--- src/rtl/fp_mult_assemble_pkg.sv ---
// Shared constants and types for the FP multiplier back end (normalise, round, pack).
package fp_mult_assemble_pkg;

    localparam int EXP_W  = 5;
    localparam int MAN_W  = 10;
    localparam int BIAS   = 2**(EXP_W-1) - 1;
    localparam int DWIDTH = 1 + EXP_W + MAN_W;
    localparam int MP_W   = 2*MAN_W + 2;
    // Working exponent: two extra bits hold sums above the field and negative values.
    localparam int ES_W   = EXP_W + 2;

    localparam logic signed [ES_W-1:0] E_MAX  = ES_W'(2**EXP_W - 1);
    localparam logic signed [ES_W-1:0] E_ZERO = '0;
    localparam logic [EXP_W-1:0]       EXP_ONES = '1;
    localparam logic [DWIDTH-1:0]      QNAN = {1'b0, EXP_ONES, 1'b1, {(MAN_W-1){1'b0}}};

    // InputExc bit positions
    localparam int EXC_ANY  = 4;
    localparam int EXC_ANAN = 3;
    localparam int EXC_BNAN = 2;
    localparam int EXC_AINF = 1;
    localparam int EXC_BINF = 0;

    // flags bit positions
    localparam int FLG_INVALID   = 3;
    localparam int FLG_OVERFLOW  = 2;
    localparam int FLG_UNDERFLOW = 1;
    localparam int FLG_INEXACT   = 0;

    // Operand class, decided once from the exception vector and carried down the pipe.
    typedef enum logic [2:0] {
        CLS_NORMAL,
        CLS_ZERO,
        CLS_INF,
        CLS_NAN,
        CLS_INVALID
    } exc_cls_t;

    typedef struct packed {
        logic                   s;
        logic signed [ES_W-1:0] e;
        logic [MAN_W-1:0]       man;
        logic                   guard;
        logic                   sticky;
        exc_cls_t               cls;
    } s1_t;

    typedef struct packed {
        logic                   s;
        logic signed [ES_W-1:0] e;
        logic [MAN_W-1:0]       man;
        logic                   inexact;
        exc_cls_t               cls;
    } s2_t;

endpackage

--- src/rtl/fp_mult_assemble_round.sv ---
// Round-to-nearest-even on a truncated mantissa; carry signals mantissa wrap.
module fp_round_rne
    import fp_mult_assemble_pkg::*;
#(
    parameter int W = MAN_W
) (
    input  logic [W-1:0] man,
    input  logic         guard,
    input  logic         sticky,
    output logic [W-1:0] man_rnd,
    output logic         carry,
    output logic         inexact
);

    logic round_up;

    // Ties (guard set, sticky clear) round toward an even lsb.
    assign round_up           = guard & (sticky | man[0]);
    assign {carry, man_rnd}   = {1'b0, man} + (W+1)'(round_up);
    assign inexact            = guard | sticky;

endmodule

--- src/rtl/fp_mult_assemble.sv ---
// FP multiplier back end: 3-stage valid/ready pipe (normalise, round, exception/pack).
module fp_mult_assemble
    import fp_mult_assemble_pkg::*;
(
    input  logic                clk,
    input  logic                rst,
    input  logic                in_valid,
    output logic                in_ready,
    input  logic                Sa,
    input  logic                Sb,
    input  logic [EXP_W-1:0]    Ea,
    input  logic [EXP_W-1:0]    Eb,
    input  logic [MP_W-1:0]     Mp,
    input  logic [4:0]          InputExc,
    output logic                out_valid,
    input  logic                out_ready,
    output logic [DWIDTH-1:0]   result,
    output logic [3:0]          flags
);

    logic v1, v2, v3;
    logic load1, load2, load3;
    s1_t  s1_d, s1_q;
    s2_t  s2_d, s2_q;
    logic [DWIDTH-1:0] res_d;
    logic [3:0]        flg_d;

    logic [MP_W-2:0] mp_n;
    logic nan_in, inf_zero, any_inf, any_zero;
    logic [MAN_W-1:0] man_rnd;
    logic rnd_carry, rnd_inexact;
    logic signed [ES_W-1:0] e3;

    // The summary "any" bit is redundant with the individual bits and is not consumed.
    logic unused_exc_any;
    assign unused_exc_any = InputExc[EXC_ANY];

    // A stage can load when it is empty or its contents move on this cycle.
    assign load3     = ~v3 | out_ready;
    assign load2     = ~v2 | load3;
    assign load1     = ~v1 | load2;
    assign in_ready  = load1;
    assign out_valid = v3;

    // S1: sign, unbiased-sum exponent, normalise product, extract guard/sticky, classify.
    always_comb begin
        // NOTE: every always_comb output gets a default first so no path can infer a latch.
        s1_d     = '0;
        mp_n     = Mp[MP_W-1] ? Mp[MP_W-2:0] : {Mp[MP_W-3:0], 1'b0};
        nan_in   = InputExc[EXC_ANAN] | InputExc[EXC_BNAN];
        inf_zero = (InputExc[EXC_AINF] & (Eb == '0)) | (InputExc[EXC_BINF] & (Ea == '0));
        any_inf  = InputExc[EXC_AINF] | InputExc[EXC_BINF];
        any_zero = (Ea == '0) | (Eb == '0);

        s1_d.s      = Sa ^ Sb;
        s1_d.e      = ES_W'(Ea) + ES_W'(Eb) - ES_W'(BIAS) + ES_W'(Mp[MP_W-1]);
        s1_d.man    = mp_n[MP_W-2 -: MAN_W];
        s1_d.guard  = mp_n[MP_W-2-MAN_W];
        s1_d.sticky = |mp_n[MP_W-3-MAN_W:0];

        if (inf_zero)      s1_d.cls = CLS_INVALID;
        else if (nan_in)   s1_d.cls = CLS_NAN;
        else if (any_inf)  s1_d.cls = CLS_INF;
        else if (any_zero) s1_d.cls = CLS_ZERO;
        else               s1_d.cls = CLS_NORMAL;
    end

    fp_round_rne #(.W(MAN_W)) u_round (
        .man     (s1_q.man),
        .guard   (s1_q.guard),
        .sticky  (s1_q.sticky),
        .man_rnd (man_rnd),
        .carry   (rnd_carry),
        .inexact (rnd_inexact)
    );

    // S2: apply rounding; a mantissa carry-out bumps the exponent (mantissa wraps to 0).
    always_comb begin
        s2_d         = '0;
        s2_d.s       = s1_q.s;
        s2_d.e       = s1_q.e + ES_W'(rnd_carry);
        s2_d.man     = man_rnd;
        s2_d.inexact = rnd_inexact;
        s2_d.cls     = s1_q.cls;
    end

    assign e3 = s2_q.e;

    // S3: exception overrides, then exponent range, then pack.
    always_comb begin
        res_d = '0;
        flg_d = '0;
        case (s2_q.cls)
            CLS_INVALID: begin
                res_d              = QNAN;
                flg_d[FLG_INVALID] = 1'b1;
            end
            CLS_NAN:  res_d = QNAN;
            CLS_INF:  res_d = {s2_q.s, EXP_ONES, {MAN_W{1'b0}}};
            CLS_ZERO: res_d = {s2_q.s, {(DWIDTH-1){1'b0}}};
            default: begin
                if (e3 >= E_MAX) begin
                    res_d               = {s2_q.s, EXP_ONES, {MAN_W{1'b0}}};
                    flg_d[FLG_OVERFLOW] = 1'b1;
                    flg_d[FLG_INEXACT]  = 1'b1;
                end else if (e3 <= E_ZERO) begin
                    res_d                = {s2_q.s, {(DWIDTH-1){1'b0}}};
                    flg_d[FLG_UNDERFLOW] = 1'b1;
                    flg_d[FLG_INEXACT]   = 1'b1;
                end else begin
                    res_d              = {s2_q.s, e3[EXP_W-1:0], s2_q.man};
                    flg_d[FLG_INEXACT] = s2_q.inexact;
                end
            end
        endcase
    end

    // Stage valids and the output register; reset drops everything in flight.
    always_ff @(posedge clk) begin
        // NOTE: sequential state uses non-blocking assignments so all stages update from pre-edge values.
        if (rst) begin
            v1     <= 1'b0;
            v2     <= 1'b0;
            v3     <= 1'b0;
            result <= '0;
            flags  <= '0;
        end else begin
            if (load1) v1 <= in_valid;
            if (load2) v2 <= v1;
            if (load3) v3 <= v2;
            if (load3 && v2) begin
                result <= res_d;
                flags  <= flg_d;
            end
        end
    end

    // Intermediate payload registers, loaded only alongside a valid entry.
    always_ff @(posedge clk) begin
        // NOTE: payload is deliberately not reset; the valid bits alone decide whether it matters.
        if (load1 && in_valid) s1_q <= s1_d;
        if (load2 && v1)       s2_q <= s2_d;
    end

endmodule

--- config.mk ---
export PLATFORM = sky130hd
export DESIGN_NAME = fp_mult_assemble
export DESIGN_NICKNAME = d
export VERILOG_FILES = /design/src/rtl/fp_mult_assemble_pkg.sv /design/src/rtl/fp_mult_assemble_round.sv /design/src/rtl/fp_mult_assemble.sv
export SDC_FILE = /design/constraint.sdc
export NUM_CORES = 1
export LEC_CHECK = 0
export CAP_MARGIN = 30
export CELL_PAD_IN_SITES_DETAIL_PLACEMENT = 1
export CELL_PAD_IN_SITES_GLOBAL_PLACEMENT = 2
export CORE_ASPECT_RATIO = 1.1
export CORE_MARGIN = 1
export CORE_UTILIZATION = 30
export CTS_CLUSTER_DIAMETER = 30
export CTS_CLUSTER_SIZE = 40
export DETAILED_ROUTE_END_ITERATION = 7
export GPL_TIMING_DRIVEN = 1
export PLACE_DENSITY = 0.73
export RECOVER_POWER = 50
export SLEW_MARGIN = 0
export SYNTH_ARGS = -nofsm -noshare
export SYNTH_HDL_FRONTEND = slang
export SYNTH_SLANG_ARGS = --single-unit
--- constraint.sdc ---
create_clock -name clk -period 2.49 [get_ports clk]
set_input_delay 0.3735 -clock clk [delete_from_list [all_inputs] [get_ports clk]]
set_output_delay 0.3735 -clock clk [all_outputs]
set_load 0.01 [all_outputs]
Word level (Yosys, flattened, before mapping). Cells that the tools add are included.

Add/subtract/negate cells: 5. Multiply operators: 0. Divide/modulo/power cells: 0. Magnitude comparators: 2. Equal/unequal tests: 4. Shift-type cells: 0. Mux-type cells: 14. Bitwise operators: 16. Reductions and logical operators: 8.

Operators with widths (number): case mux 16 bit (3 select lines) (1); two-way mux 15 bit (2); two-way mux 21 bit (1); adder 7 x 1 -> 7 bit (2); adder 10 x 1 -> 11 bit (1); logical NOT 5 bit (2); OR reduction 10 bit (1); OR 1 bit (9); greater-or-equal comparator 7 x 6 -> 1 bit (second input constant) (1); <= comparator 7 x 1 -> 1 bit (second input constant) (1); two-way mux 1 bit (7); subtractor 6 x 4 -> 7 bit (second input constant) (1); adder 5 x 5 -> 6 bit (1); equality test 3 x 2 -> 1 bit (second input constant) (2); two-way mux 2 bit (2); OR reduction 4 bit (1); AND 1 bit (3); equality test 3 x 1 -> 1 bit (second input constant) (1); equality test 3 bit (second input constant) (1); logical AND 1 bit (3); two-way mux 3 bit (1); inverter 1 bit (3); OR reduction 2 bit (1); bitwise XOR 1 bit (1).

Register bits after elaboration: 68. Bits in latches: 0. Memory bits (writable): 0. Memory bits (read-only): 0. Bits of input ports: 43. Memories kept: 0.

Longest topological paths before layout. Gate-level depths: netlist of run 1.

Word-level depth: 5. Gate-level depth with buffers: 11. Depth with buffers taken out: 10.

By module. A second synthesis of run 1 with hierarchy kept.

Cell total of the unflattened synthesis: 240. Area total of the unflattened synthesis: 3080.5 µm².

Modules (own cells, without submodules): fp_mult_assemble (times used 1, cells an instance 217, area each 2899.0 µm²); fp_round_rne (times used 1, cells an instance 23, area each 181.4 µm²).

Worst setup path before layout of run 1. OpenSTA, ideal clock, no wires.

Kind: register to register. Start point: reg v3 (netlist: out_valid). End point: reg s2_q, in the netlist e3[0] (enable). Library setup time: 435 ps. Arrival: 2277 ps. Slack: -221 ps. Cell stages (with the launch flop): 4. Path buffers: 1. Period minus slack after synthesis: 2711 ps. Cells stage by stage: dfxtp_1 nor2b_1 clkbuf_1 a21boi_0.

Word-level cells in the longest chain between the ends: 4.

Ends and longest elaborated chain: start: declaration (line fp_mult_assemble.sv:21) `logic v1, v2, v3;`; start signal: assignment (line fp_mult_assemble.sv:130) `if (load3) v3 <= v2;`; inverter 1 bit (line fp_mult_assemble.sv:39) `assign load3 = ~v3 | out_ready;`; OR 1 bit (line fp_mult_assemble.sv:39); OR 1 bit (line fp_mult_assemble.sv:40) `assign load2 = ~v2 | load3;`; logical AND 1 bit (line fp_mult_assemble.sv:142) `if (load2 && v1) s2_q <= s2_d;`; end signal: assignment (line fp_mult_assemble.sv:142); end: declaration (line fp_mult_assemble.sv:24) `s2_t s2_d, s2_q;`.

No other way between the ends. A chain may end at the register's enable or synchronous reset.

==> impl_results.md, run 1 <==
- Seq/Total Area, Yosys: 57.1%
- Total Die Area: 11000 um^2
- Worst reg-to-reg path cell count: 9
- CP Launch Point: s1_q[5]$_DFFE_PP_
- CTS resizes: 0
- H-tree depth: 3
- Met3 Resource Use GR: 3.75%
- CTS buffer count: 9
- Startpoint types: register
- Total gr overflow: 0
- Starting density of the core: 30.6%
- Post-Synthesis Cells: 270
- Wirelength, routed: 6330 um
- Critical path required time: 2.56 ns
- Insertion delay to the later sink of the worst-skew pair: 0.33 ns
- Post-synth EDFFs: 45
- Initial drt markers: 73
- Most frequently used flop master after synthesis: edfxtp_1
- Crit path DAT: 2.28 ns
- Worst reg-to-reg setup slack: 0.28 ns
- Outcome: finished clean
- Via count: 2296
- Met2 usage: 21.2%
- Synthesized cell area: 3170 um^2
- Worst R2R End: e3[6]$_DFFE_PP_
- Worst Setup EP: e3[6]$_DFFE_PP_
- Global routing's busiest layer: met2
- DR WL/cell: 12.8 um
- Setup TNS: 0 ns
- Synthesized Nets: 328
- Synth top cells by count: 45 x edfxtp_1, 23 x dfxtp_1, 19 x nand3b_1, 19 x nor2_1
- Count leader, synth: edfxtp_1
- # setup viols final: 0
- CP Cell Sequence: o21a_1 > ha_1 > ha_1 > nand3_1 > nor2_1 > ha_1 > ha_1 > nand3_1 > xnor2_1
- Max-cap viol count: 0
- Area growth, synth to finish: 36.7%
- Ys Warns: 0
- Largest area contributor in the netlist: edfxtp_1
- Detailed Routing Iterations Pass 1: 4
- Final Max Tran Viols: 0
- Total core area: 10300 um^2
- Unrepaired setup endpoints after global routing: false
- CTS tree: yes
- I/O Buffers: 63
- Layout Cells excl Fill: 494
- Vias/cell: 4.65
- # DRC: 0
- Largest net degree at the start of global routing: 25
- FMAX: 0.453 GHz
- Max clock buf depth: 2
- Die X: 100 um
- DP Cell Count: 478
- Total GRT Usage: 12.4%
- Final worst path period share: 88.6%
- DPL Wire Length: 4810 um
- Initial antenna violation count: 0
- Clock root buffer: clkbuf_16
- Leakage power: 1.56 nW
- Critical path fanouts, max: 4
- Slew margin rel.: 28.3%
- I/O pin count: 65
- FP Rows: 39
- PwrDens: 693 nW/um^2
- Cell mode on critical path: ha_1
- Share of cells above drive strength 1: 9.69%
- Grt met1 use: 14.6%
- Number of global-route vias before repair: 2282
- Ranking of synthesized cells by area: edfxtp_1 43%, dfxtp_1 15%, ha_1 5.5%
- # hold bufs at CTS: 0
- Crit end category: register
- Antenna-violating nets left: 0
- Period minus WS final: 2.21 ns
- CP max-delay cell: edfxtp_1
- Placer Congestion: 0.786
- Netlist cell types: 45
- Reg clk slew, reported paths: 0.05 ns
- CP max stage delay: 0.36 ns
- Critical path class: reg -> reg
- Max VDD drop: 0.350 mV
- Final Hold Vio Count: 0
- Launching point of the worst reg2reg path: s1_q[5]$_DFFE_PP_
- Post-CTS Setup Repair Bufs: 0
- Clock Sinks: 68
- First-pass GRT wire length: 10500 um
- Final #Nets: 404
- Setup Skew: 0.00843 ns
- Die Y: 110 um
- Post-synth top area share: 42.6%
- Share of flip-flops with an asynchronous set or reset: 0%
- Synth Area per Inst: 11.7 um^2
- Number of antenna repair diodes: 0
- Slew @ Worst Pin: 1.08 ns
- #FFs+latches synth: 68
- HP Class: reg -> reg
per-stage QoR:
step	instance area [um^2]	hold WS [ns]	util (%)	power, mW	setup slack (ns)
2_1_floorplan	3170	0.400	-	1.54	0.222
3_3_place_gp	4030	0.412	39.0	1.69	0.0508
3_5_place_dp	4030	0.421	39.0	1.70	0.0116
4_1_cts	4350	0.436	42.0	3.05	0.258
5_1_grt	4330	0.439	41.9	3.13	0.0652
6_report	4330	0.428	41.9	3.00	0.284
where the power goes:
part           total, mW  internal (mW)  leakage [nW]  switching, mW
logic              0.310          0.173         0.796          0.137
registers           1.36           1.31         0.617         0.0535
clock network       1.33          0.905         0.151          0.427
total               3.00           2.38          1.56          0.618
worst max-delay path: cells and delay by family (launching register included):
kind	cells	cell delay, ns
AO/OA/AOI/OAI	1	0.12
XOR/XNOR	1	0.14
adder cells (fa/ha/maj)	4	0.90
flip-flops	1	0.36
AND/OR/NAND/NOR	3	0.44
flip-flops by register name (all words and copies together) (netlist names):
name	flops
out_valid	1
e3	7
result	16
s1_q	23
v2	1
s2_q	15
v1	1
flags	4
cell type report:
type	count	area [um^2]
timing repair buffer	73	691
sequential	68	1810
inverter	16	60.1
multi-input combinational	178	1280
tap	143	179
clock buffer	14	254
fill	1156	6010
clock inverter	2	60.1
worst min-delay path by stage:
stage	startpoint	endpoint	cells after the start
finish	s1_q[1]$_SDFFCE_PP0P_	s2_q[1]$_DFFE_PP_	0
CTS	s1_q[1]$_SDFFCE_PP0P_	s2_q[1]$_DFFE_PP_	0
global placement	s1_q[22]$_DFFE_PP_	s2_q[21]$_DFFE_PP_	0
global route	s1_q[1]$_SDFFCE_PP0P_	s2_q[1]$_DFFE_PP_	0
floorplan	s1_q[0]$_SDFFCE_PP0P_	s2_q[0]$_DFFE_PP_	0
detailed placement	s1_q[1]$_SDFFCE_PP0P_	s2_q[1]$_DFFE_PP_	0
placed cells by master, fill, tap and decap left out, types with 11 or more instances in the layout:
cell / netlist / final
a21oi_1: 11 / 11
clkdlybuf4s50_1: 0 / 46
dfxtp_1: 23 / 23
dlygate4sd3_1: 0 / 17
edfxtp_1: 45 / 45
ha_1: 14 / 14
inv_1: 16 / 16
mux2_2: 11 / 11
nand3_1: 11 / 11
nand3b_1: 19 / 19
nor2_1: 19 / 19
o21ai_0: 16 / 16
xnor2_1: 13 / 13
per-layer routing:
metal / vias up / wire [um] / part of all wire [%]
li1: 1149 / - / -
met1: 1088 / 2860 / 45
met2: 52 / 3100 / 49
met3: 7 / 291 / 4.6
met4: 0 / 82 / 1.3
met5: - / 0 / 0
cells by family (layout without fill, tap and decap cells):
kind of cell	count (synthesis)	count (layout)	share of synthesized area, %
AOI/OAI and AO/OA	50	50	9.99
xor gates and xnor gates	18	18	4.97
adders and majority gates	15	15	6.16
buffers and inverters	24	105	2.88
DFF	68	68	57.1
muxes	11	11	3.91
and+or+nand+nor	84	84	15.0
(Power assumes the default switching activity.)
==> run 2, diff against run 1 <==
--- a/config.mk
+++ b/config.mk
@@ -5,15 +5,16 @@
 export SDC_FILE = /design/constraint.sdc
 export NUM_CORES = 1
 export LEC_CHECK = 0
+export ABC_AREA = 0
 export CAP_MARGIN = 30
 export CELL_PAD_IN_SITES_DETAIL_PLACEMENT = 1
 export CELL_PAD_IN_SITES_GLOBAL_PLACEMENT = 2
 export CORE_ASPECT_RATIO = 1.1
-export CORE_MARGIN = 1
 export CORE_UTILIZATION = 30
 export CTS_CLUSTER_DIAMETER = 30
 export CTS_CLUSTER_SIZE = 40
 export DETAILED_ROUTE_END_ITERATION = 7
+export GPL_ROUTABILITY_DRIVEN = 0
 export GPL_TIMING_DRIVEN = 1
 export PLACE_DENSITY = 0.73
 export RECOVER_POWER = 50
==> results of run 2 <==
No change in the layout: final DEF, timing and power equal those of run 1.
==> run 3, diff against run 2 <==
--- a/config.mk
+++ b/config.mk
@@ -10,13 +10,13 @@
 export CELL_PAD_IN_SITES_DETAIL_PLACEMENT = 1
 export CELL_PAD_IN_SITES_GLOBAL_PLACEMENT = 2
 export CORE_ASPECT_RATIO = 1.1
-export CORE_UTILIZATION = 30
+export CORE_UTILIZATION = 33
 export CTS_CLUSTER_DIAMETER = 30
 export CTS_CLUSTER_SIZE = 40
 export DETAILED_ROUTE_END_ITERATION = 7
 export GPL_ROUTABILITY_DRIVEN = 0
 export GPL_TIMING_DRIVEN = 1
-export PLACE_DENSITY = 0.73
+export PLACE_DENSITY = 0.77
 export RECOVER_POWER = 50
 export SLEW_MARGIN = 0
 export SYNTH_ARGS = -nofsm -noshare
==> constraint.sdc (replaced) <==
create_clock -name clk -period 2.3 [get_ports clk]
set_input_delay 0.345 -clock clk [delete_from_list [all_inputs] [get_ports clk]]
set_output_delay 0.345 -clock clk [all_outputs]
set_load 0.01 [all_outputs]
==> impl_results.md, run 3 (synthesis gave the netlist of run 1 again) <==
- Outcome: finished clean
- Largest register by flop count: s1_q
- # hold bufs at CTS: 0 (unchanged)
- DR WL/cell: 12.9 um (+0.50%)
- Vias/cell: 4.83 (+3.8%)
- I/O pin count: 65 (unchanged)
- Max VDD drop: 0.293 mV (-16%)
- CP Cell Sequence: o21a_1 > ha_2 > ha_2 > nand3_2 > nor2_2 > ha_1 > ha_2 > nand3_1 > xnor2_1
- Total chip power: 2.59 mW (-14%)
- Clock root buffer: clkbuf_8
- Wirelength, routed: 6020 um (-5.0%)
- Detailed Routing Iterations Pass 1: 4 (unchanged)
- Startpoint types: register
- Reg area: 1810 um^2 (unchanged)
- Total GRT Usage: 13.2% (+0.79 points)
- Post-CTS Setup Repair Bufs: 0 (unchanged)
- Final Hold Vio Count: 0 (unchanged)
- Number of antenna repair diodes: 0 (unchanged)
- CP max-delay cell: edfxtp_1
- Die X: 95.5 um (-4.6%)
- FMAX: 0.477 GHz (+5.3%)
- Cell mode on critical path: ha_2
- DPL Wire Length: 4700 um (-2.3%)
- Cell Area, Placed: 4000 um^2 (-0.81%)
- Worst R2R End: e3[4]$_DFFE_PP_
- Largest net degree at the start of global routing: 25 (unchanged)
- Worst reg-to-reg path cell count: 9 (unchanged)
- Total Die Area: 10000 um^2 (-8.9%)
- Launching point of the worst reg2reg path: s1_q[5]$_DFFE_PP_
- Crit end category: register
- Worst path bufs/invs: 0 (unchanged)
- # DRC: 0 (unchanged)
- Period minus WS final: 2.10 ns (-0.111 ns)
- Critical path required time: 2.38 ns (-0.18 ns)
- Post-route cell area: 4150 um^2 (-4.2%)
- # setup viols final: 0 (unchanged)
- Hold path cells: 0 (unchanged)
- Leakage power: 1.48 nW (-5.5%)
- Area growth, synth to finish: 31.0%
- CTS tree: yes
- Via count: 2254 (-1.8%)
- Max reg flops: 23 (unchanged)
- Critical path class: reg -> reg
- Hold_sp: s1_q[22]$_DFFE_PP_
- Slew @ Worst Pin: 0.627 ns (-0.449 ns)
- DP Cell Count: 452 (-5.4%)
- HP Class: reg -> reg
- Final worst path period share: 91.1% (+2.5 points)
- Fillers: 1034 (-11%)
- Clock Sinks: 68 (unchanged)
- CP max stage delay: 0.36 ns (about the same)
- Max clock buf depth: 2 (unchanged)
- Layout Cells excl Fill: 467 (-5.5%)
- Multi-input gate area: 1290 um^2 (+1.2%)
- CP Launch Point: s1_q[5]$_DFFE_PP_
- Crit path DAT: 2.18 ns (-0.10 ns)
- Most common cell after layout, fill and taps aside: clkdlybuf4s50_1
- Slew margin rel.: 58.1% (+30 points)
- Setup Skew: 0.0115 ns (+0.00312 ns)
- Die Y: 105 um (-4.6%)
- Setup TNS: 0 ns (unchanged)
- I/O Buffers: 63 (unchanged)
- Unrepaired setup endpoints after global routing: false
- First-pass GRT wire length: 10200 um (-3.5%)
- Total core area: 9350 um^2 (-9.6%)
- Initial drt markers: 36 (-51%)
- FP Rows: 37 (-5.1%)
- Initial antenna violation count: 0 (unchanged)
- Insertion delay to the later sink of the worst-skew pair: 0.34 ns (about the same)
- Total gr overflow: 0 (unchanged)
- Share of cells above drive strength 1: 10.9% (+1.2 points)
- Hold EP: s2_q[21]$_DFFE_PP_
- Worst reg-to-reg setup slack: 0.20 ns (-0.08 ns)
- Antenna-violating nets left: 0 (unchanged)
- Registers with the most flip-flops: s1_q: 23 flops, result: 16 flops, s2_q: 15 flops
- Critical path fanouts, max: 4 (unchanged)
- Final #Nets: 404 (unchanged)
- CTS buffer count: 9 (unchanged)
- Reg clk slew, reported paths: 0.07 ns (+0.02 ns)
- Max-cap viol count: 0 (unchanged)
- PwrDens: 624 nW/um^2 (-9.8%)
- H-tree depth: 3 (unchanged)
- Commonest non-fill, non-tap cells in the layout: 49 x clkdlybuf4s50_1, 45 x edfxtp_1, 23 x dfxtp_1
- Number of global-route vias before repair: 2302 (+0.88%)
- CP Depth: 9 (unchanged)
- Starting density of the core: 33.9% (+3.3 points)
- Final Max Tran Viols: 0 (unchanged)
- Crit path max-delay family: adder cells
- CTS resizes: 0 (unchanged)
-- run 3: changes by cell type in the layout (fill, tap and decap cells not counted), moves of 2 or more --
cell	previous run	this run
ha_2	0	3
clkinv_1	0	2
clkbuf_1	8	6
clkbuf_8	1	9
clkbuf_16	9	0
dlygate4sd3_1	17	14
ha_1	14	11
bufinv_16	2	0
clkdlybuf4s50_1	46	49
-- run 3: worst max path at each step --
| stage | end | slack [ns] |
|---|---|---|
| after floorplan | s1_q[0]$_SDFFCE_PP0P_ | 0.03 |
| after global placement | s1_q[21]$_DFFE_PP_ | -0.10 |
| after detailed placement | s1_q[21]$_DFFE_PP_ | -0.15 |
| after CTS | e3[4]$_DFFE_PP_ | 0.08 |
| after global routing | e3[4]$_DFFE_PP_ | 0.05 |
| final | e3[4]$_DFFE_PP_ | 0.20 |
-- run 3: metal layers --
layer	vias up	global-route usage (%)	part of all wire, %
met5	-	0	0
met4	0	6.72	2.3
met3	9	3.71	4.1
met2	50	21.7	50
met1	1046	15.4	44
li1	1149	-	-
-- run 3: final cells by class --
class	count	share of cell area [%]
Inverter	16	1.45
Clock inverter	3	0.362
Sequential cell	68	43.6
Tap cell	117	3.53
Clock buffer	12	3.25
Timing Repair Buffer	73	16.7
Multi-Input combinational cell	178	31.1
-- run 3: power by group --
part	internal (mW)	switching (mW)	leakage, nW
clock	0.379	0.410	0.0715
sequential	1.41	0.0560	0.617
combinational	0.190	0.147	0.790
total	1.98	0.613	1.48
-- run 3: per-stage QoR --
stage          setup slack [ns]  hold WS, ns  util [%]
6_report                  0.205        0.421      44.4
5_1_grt                  0.0508        0.443      44.4
4_1_cts                  0.0751        0.423      44.4
3_5_place_dp             -0.151        0.407      42.8
3_3_place_gp             -0.102        0.410      42.8
2_1_floorplan            0.0316        0.400         -
